### src/rtl/pc_fetch_unit.sv
// pc_fetch_unit: program counter register with a three-state instruction
// fetch sequencer (IDLE -> FETCH -> DONE).
// PC loads requested while a fetch is in flight are deferred and applied
// on the DONE -> IDLE edge (last request wins).
// Optional feature macro: PC_ALIGN_CHECK_EN rejects loads whose target is not
// word aligned and pulses `misaligned`; when undefined, loads are unchecked
// and `misaligned` is tied low.
module pc_fetch_unit #(
  parameter logic [31:0] RESET_PC = 32'h0000_0000
) (
  input  logic        clk,
  input  logic        reset,
  input  logic [31:0] next_pc,
  input  logic        pc_write,
  input  logic        pc_write_cond,
  input  logic        zero,
  input  logic        fetch_req,
  input  logic        imem_ready,
  output logic [31:0] pc,
  output logic [31:0] imem_addr,
  output logic        imem_req,
  output logic        fetch_valid,
  output logic        busy,
  output logic        misaligned
);

  localparam int unsigned PC_W = 32;

  typedef enum logic [1:0] {
    ST_IDLE  = 2'd0,
    ST_FETCH = 2'd1,
    ST_DONE  = 2'd2
  } state_e;

  state_e          state_q;
  logic [PC_W-1:0] pc_q;
  logic [PC_W-1:0] imem_addr_q;
  logic [PC_W-1:0] pend_pc_q;
  logic            pend_vld_q;
  logic            imem_req_q;
  logic            fetch_valid_q;
  logic            busy_q;
  logic            misaligned_q;

  logic            ld_c;
  logic            reject_c;
  logic            accept_c;

  // Load request: unconditional write or taken branch; both together are one load.
  assign ld_c = pc_write | (pc_write_cond & zero);

`ifdef PC_ALIGN_CHECK_EN
  // Misaligned targets are refused outright, whether immediate or deferred.
  assign reject_c = ld_c & (next_pc[1:0] != 2'b00);
`else
  assign reject_c = 1'b0;
`endif

  assign accept_c = ld_c & ~reject_c;

  // Fetch sequencer, PC register, deferred-load capture and registered outputs.
  always_ff @(posedge clk) begin
    if (reset) begin
      state_q       <= ST_IDLE;
      pc_q          <= RESET_PC;
      imem_addr_q   <= RESET_PC;
      pend_pc_q     <= RESET_PC;
      pend_vld_q    <= 1'b0;
      imem_req_q    <= 1'b0;
      fetch_valid_q <= 1'b0;
      busy_q        <= 1'b0;
      misaligned_q  <= 1'b0;
    end else begin
      misaligned_q <= reject_c;
      case (state_q)
        ST_IDLE: begin
          if (accept_c) begin
            pc_q <= next_pc;
          end
          if (fetch_req) begin
            // Address uses the pre-load PC even when a load lands on this edge.
            imem_addr_q <= pc_q;
            imem_req_q  <= 1'b1;
            busy_q      <= 1'b1;
            state_q     <= ST_FETCH;
          end
        end
        ST_FETCH: begin
          if (accept_c) begin
            pend_pc_q  <= next_pc;
            pend_vld_q <= 1'b1;
          end
          if (imem_ready) begin
            imem_req_q    <= 1'b0;
            fetch_valid_q <= 1'b1;
            state_q       <= ST_DONE;
          end
        end
        ST_DONE: begin
          // A load arriving in DONE supersedes any earlier deferred target.
          if (accept_c) begin
            pc_q <= next_pc;
          end else if (pend_vld_q) begin
            pc_q <= pend_pc_q;
          end
          pend_vld_q    <= 1'b0;
          fetch_valid_q <= 1'b0;
          busy_q        <= 1'b0;
          state_q       <= ST_IDLE;
        end
        default: begin
          imem_req_q    <= 1'b0;
          fetch_valid_q <= 1'b0;
          busy_q        <= 1'b0;
          pend_vld_q    <= 1'b0;
          state_q       <= ST_IDLE;
        end
      endcase
    end
  end

  assign pc          = pc_q;
  assign imem_addr   = imem_addr_q;
  assign imem_req    = imem_req_q;
  assign fetch_valid = fetch_valid_q;
  assign busy        = busy_q;
  assign misaligned  = misaligned_q;

endmodule

### config.mk
export PLATFORM = sky130hd
export DESIGN_NAME = pc_fetch_unit
export DESIGN_NICKNAME = d
export VERILOG_FILES = /design/src/rtl/pc_fetch_unit.sv
export SDC_FILE = /design/constraint.sdc
export NUM_CORES = 1
export LEC_CHECK = 0
export CAP_MARGIN = 20
export CORE_UTILIZATION = 46
export CTS_CLUSTER_SIZE = 28
export DETAILED_ROUTE_END_ITERATION = 7
export PLACE_DENSITY_LB_ADDON = 0.2
export REMOVE_ABC_BUFFERS = 1
export SLEW_MARGIN = 20
export SYNTH_ARGS = -nofsm -noshare
export SYNTH_HDL_FRONTEND = slang
export SYNTH_SLANG_ARGS = --single-unit
### constraint.sdc
create_clock -name clk -period 1.8 [get_ports clk]
set_clock_uncertainty 0.1 [all_clocks]
set_input_delay 0.45 -clock clk [delete_from_list [all_inputs] [get_ports clk]]
set_output_delay 0.45 -clock clk [all_outputs]
set_load 0.02 [all_outputs]
# [Yosys cells after proc, flatten, opt, wreduce, memory -nomap -nowiden]
# Cells that the tools add are included.
[word_totals] register_bits=102 input_bits=39 out_inout_bits=68 word_cells=45
[op_classes] eq_ne=7 mux=15 n_bitwise=5 n_reduce_logical=10
[op_table] op="$mux 32" count=3
[op_table] op="$pmux 32 s2" count=1
[op_table] op="$reduce_and 2->1" count=6
[op_table] op="$ne 2x2->1 const B" count=4
[op_table] op="$pmux 1 s2" count=3
[op_table] op="$reduce_and 3->1" count=2
[op_table] op="$mux 1" count=4
[op_table] op="$mux 2" count=2
[op_table] op="$pmux 2 s2" count=1
[op_table] op="$ne 3x3->1 const B" count=1
[op_table] op="$not 1->1" count=3
[op_table] op="$pmux 1 s3" count=1
[op_table] op="$eq 2x1->1 const B" count=1
[op_table] op="$eq 2x2->1 const B" count=1
[op_table] op="$logic_not 2->1" count=1
[op_table] op="$reduce_bool 2->1" count=1
[op_table] op="$and 1x1->1" count=1
[op_table] op="$or 1x1->1" count=1

# [Logic depth before layout (Yosys ltp)]
[logic_depth] word_depth=4 ltp_mapped=6 mapped_depth_nobuf=3

# [Least setup slack after synthesis]
# OpenSTA, ideal clock, no wires.
[synth_path] kind="input to register" startpoint="input pc_write_cond" endpoint="register pc_q[0], in the netlist pc[0]" setup_ns=0.116 arrival_ns=1.529 required_ns=1.584 path_slack_ns=0.054 cell_stages=6 n_path_buf=3 path_cell_list="a21o_1 > buf_6 > or3_1 > buf_2 > buf_6 > o211a_1"
[synth_between] elab_chain_len=4 word_cells_on_any_way=7 cone_classes="2 x eq/ne; 2 x mux; 2 x bitwise; 1 x reduce/logical"
[synth_lines] element="start: declaration" line_no="15" text="input logic pc_write_cond,"
[synth_lines] element="$and 1x1->1 (*)" line_no="50" text="assign ld_c = pc_write | (pc_write_cond & zero);"
[synth_lines] element="$or 1x1->1 (*)" line_no="50"
[synth_lines] element="$ne 3x3->1 (no line), or another cell as far along"
[synth_lines] element="$reduce_and 3->1 (no line) or $pmux 32 s2 (tied branches)"
[synth_lines] element="end signal: assignment" line_no="78" text="pc_q <= next_pc;"
[synth_lines] element="end signal: assignment" line_no="102" text="pc_q <= next_pc;"
[synth_lines] element="end signal: assignment" line_no="104" text="pc_q <= pend_pc_q;"
[synth_lines] element="end: declaration" line_no="36" text="logic [PC_W-1:0] pc_q;"
# Every way passes the cells marked *; elsewhere a longest branch is shown, timed or not.
# A chain may end at the register's enable or synchronous reset.

# [Worst setup path in the final report]
[layout_path] startpoint="input pc_write_cond" endpoint="register pc_q[3], in the netlist pc[3]"
# The elaborated chain is that of the path after synthesis.

==> metrics.cfg <==
[sta]
hold_violations = 0
setup_slack_ns = 0.06310
min_period_ns = 1.737
post-route-period-util = 0.9649
max_freq_mhz = 575.7
rsz0062_at_grt = false
setup_viol = 0
slew_violations = 0

[yosys]
yosysTopAreaCell = dfxtp_1
ys_types = 23
syn_avg_cell_area_um2 = 8.466
ys_warn_count = 0
synth.top_cell.area_share = 0.4299
syn_inst = 561
netlist_area_mm2 = 0.004750
synthTopCellsByArea = dfxtp_1 43%, mux2i_1 14%, a21oi_1 10%
ys_ff_latch = 102
yosysSeqAreaShare = 0.4299

[placed_design]
port_buffers = 105
dp_hpwl_mm = 7.552
dp_worst_setup_slack_ns = -0.3137
placed_cells = 772
place_area_mm2 = 0.006040
gp_congestion = 0.7372

[worst_setup_path]
cp.required_ns = 1.95
worstSetupPathType = in2reg
crit_buf_inv = 2
max_stage_delay_ns = 0.40
cp_num_cells = 5
crit_chain = clkdlybuf4s50_1 > a21o_2 > or3_1 > buf_12 > o211a_1
slowest_stage = clkdlybuf4s50_1
arrival_ns = 1.89
reg2regPathDepth = 4
crit_fanout = 32
crit_family = buffers and inverters
end_kind = flop
setup.worst_path.start_class = input pin

[global_routing]
grt_pass1_vias = 3933
grt_pass1_wl_mm = 18.88
overflow = 0
antenna_found_initial = 0
grt_max_degree = 47
track_usage = 0.2171

[route]
finalWirelength_mm = 11.51
avgViaCountPerCell = 5.121
drc_errors = 0
via_count = 4025
drt-initial-drc-count = 131
wl_per_cell_um = 14.64
ant_nets = 0
dr.pass1.iters = 4

[floorplan]
io_pins = 107
fp.coreArea_mm2 = 0.009910
start_util = 0.4793
rows = 36
die_area_mm2 = 0.01074
die_y_um = 103.6
die_w_um = 103.6

[finish]
area_delta_synth_final_pct = 29.82
multi_input_area_mm2 = 0.002344
nNetsFinal = 689
regArea_mm2 = 0.002044
drive_gt1_frac = 0.07198
n_antenna_cell = 0
stdcell_area_mm2 = 0.006166
fin_cells = 786
nFillCells = 914

[outcome]
status = completed

[hold_path]
whs_path_depth = 2
worstHoldPathType = reg2reg

[power]
p_leak_nw = 2.867
ir_drop_mv = 0.4593
powerDensity_mw_per_mm2 = 819.7

[clocking]
clock_path_buffers = 2
post-cts-setup-buffers = 0
numCtsBuffers = 9
cts_max_level = 3
cts.sinks = 102
ctsRootBufferMaster = clkbuf_8
cts_tree = built
insertion_delay_ns = 0.35
ctsResizeCount = 67
hold_buffers = 0
cts.clk_slew.worst_paths_ns = 0.09

[job]
maxCapViolCount = 0

[cells in the mapped netlist (all sizes together)]
library cell,count
dfxtp,102
a21oi,99
nand2,67
mux2i,65
nand2b,65
inv,33
nor2,33
o211a,32
clkbuf,28
buf,24
nor3,3
nor2b,2
a21o,1
and3b,1
conb,1
nor3b,1
o21ba,1
o21bai,1
or3,1
or3b,1
[kinds of logic after synthesis]
family / Yosys count / share of synthesized area
AO/OA/AOI/OAI: 134 / 0.1770
buffers and inverters: 85 / 0.07824
flip-flops: 102 / 0.4299
multiplexers: 65 / 0.1370
other: 1 / 0.0007895
AND/OR/NAND/NOR: 174 / 0.1770
[state kept, by name (all words and copies together) (netlist names)]
register / count
fetch_valid: 1
state_q: 2
pc: 32
pend_pc_q: 32
pend_vld_q: 1
imem_req: 1
imem_addr: 32
busy: 1
[layout make-up]
class                   instances  share of cell area
clock buffers                  10             0.02232
clock inverters                 4             0.01177
inverters                      33             0.02009
multi-input cells             374              0.3801
flip-flops and latches        102              0.3316
well taps                     133             0.02699
repair buffers                130              0.2072
[worst paths after layout]
path | from | slack [ns] | to
setup / recovery | pc_write_cond | 0.06 | pc[3]$_SDFFE_PP0P_
hold / removal | imem_addr[28]$_SDFFE_PP0P_ | 0.35 | imem_addr[28]$_SDFFE_PP0P_
hold reg to reg | imem_addr[28]$_SDFFE_PP0P_ | 0.35 | imem_addr[28]$_SDFFE_PP0P_
setup reg to reg | state_q[1]$_SDFFE_PP0P_ | 0.24 | pc[3]$_SDFFE_PP0P_
[placed cells by master (no fill, tap or decap), types with 2 or more instances in the layout]
master and n:
clkbuf_8 10, clkdlybuf4s50_1 37, dfxtp_2 2, nor2_1 33, buf_4 16, nor2b_1 2, nand2b_1 65, dlygate4sd2_1 67
nand2_1 67, bufinv_16 2, mux2i_1 65, dfxtp_1 100, o211a_1 32, nor3_1 3, a21oi_1 99, buf_12 10
inv_1 33
[metrics by stage]
step                TNS (ns)  power [mW]    util  hold WS, ns
CTS                        0       5.115  0.6222       0.3577
global placement      -22.85       3.595  0.6095       0.3410
global route               0       5.296  0.6222       0.3723
floorplan            -117.39       3.091       -       0.3482
detailed placement    -24.69       3.631  0.6095       0.3468
finish                     0       5.054  0.6222       0.3544
[power breakdown]
group	internal [mW]	total [mW]	switching, mW
sequential	2.39	2.50	0.107
combinational	0.469	1.00	0.535
clock	0.804	1.55	0.746
[layer usage]
layer  track usage  part of all wire  vias up
li1              -                 -     2034
met1        0.2604              0.46     1896
met2        0.3921              0.49       80
met3       0.03839             0.033       15
met4       0.06625             0.014        0
met5             0                 0        -
[worst reg2reg max path: cells and delay by family (launching register included)]
family	cells	cell delay, ns
AO/OA/AOI/OAI	1	0.23
AND/OR/NAND/NOR	2	0.43
buffers and inverters	1	0.20
flip-flops	1	0.49
Power figures use the tool's default switching activity.
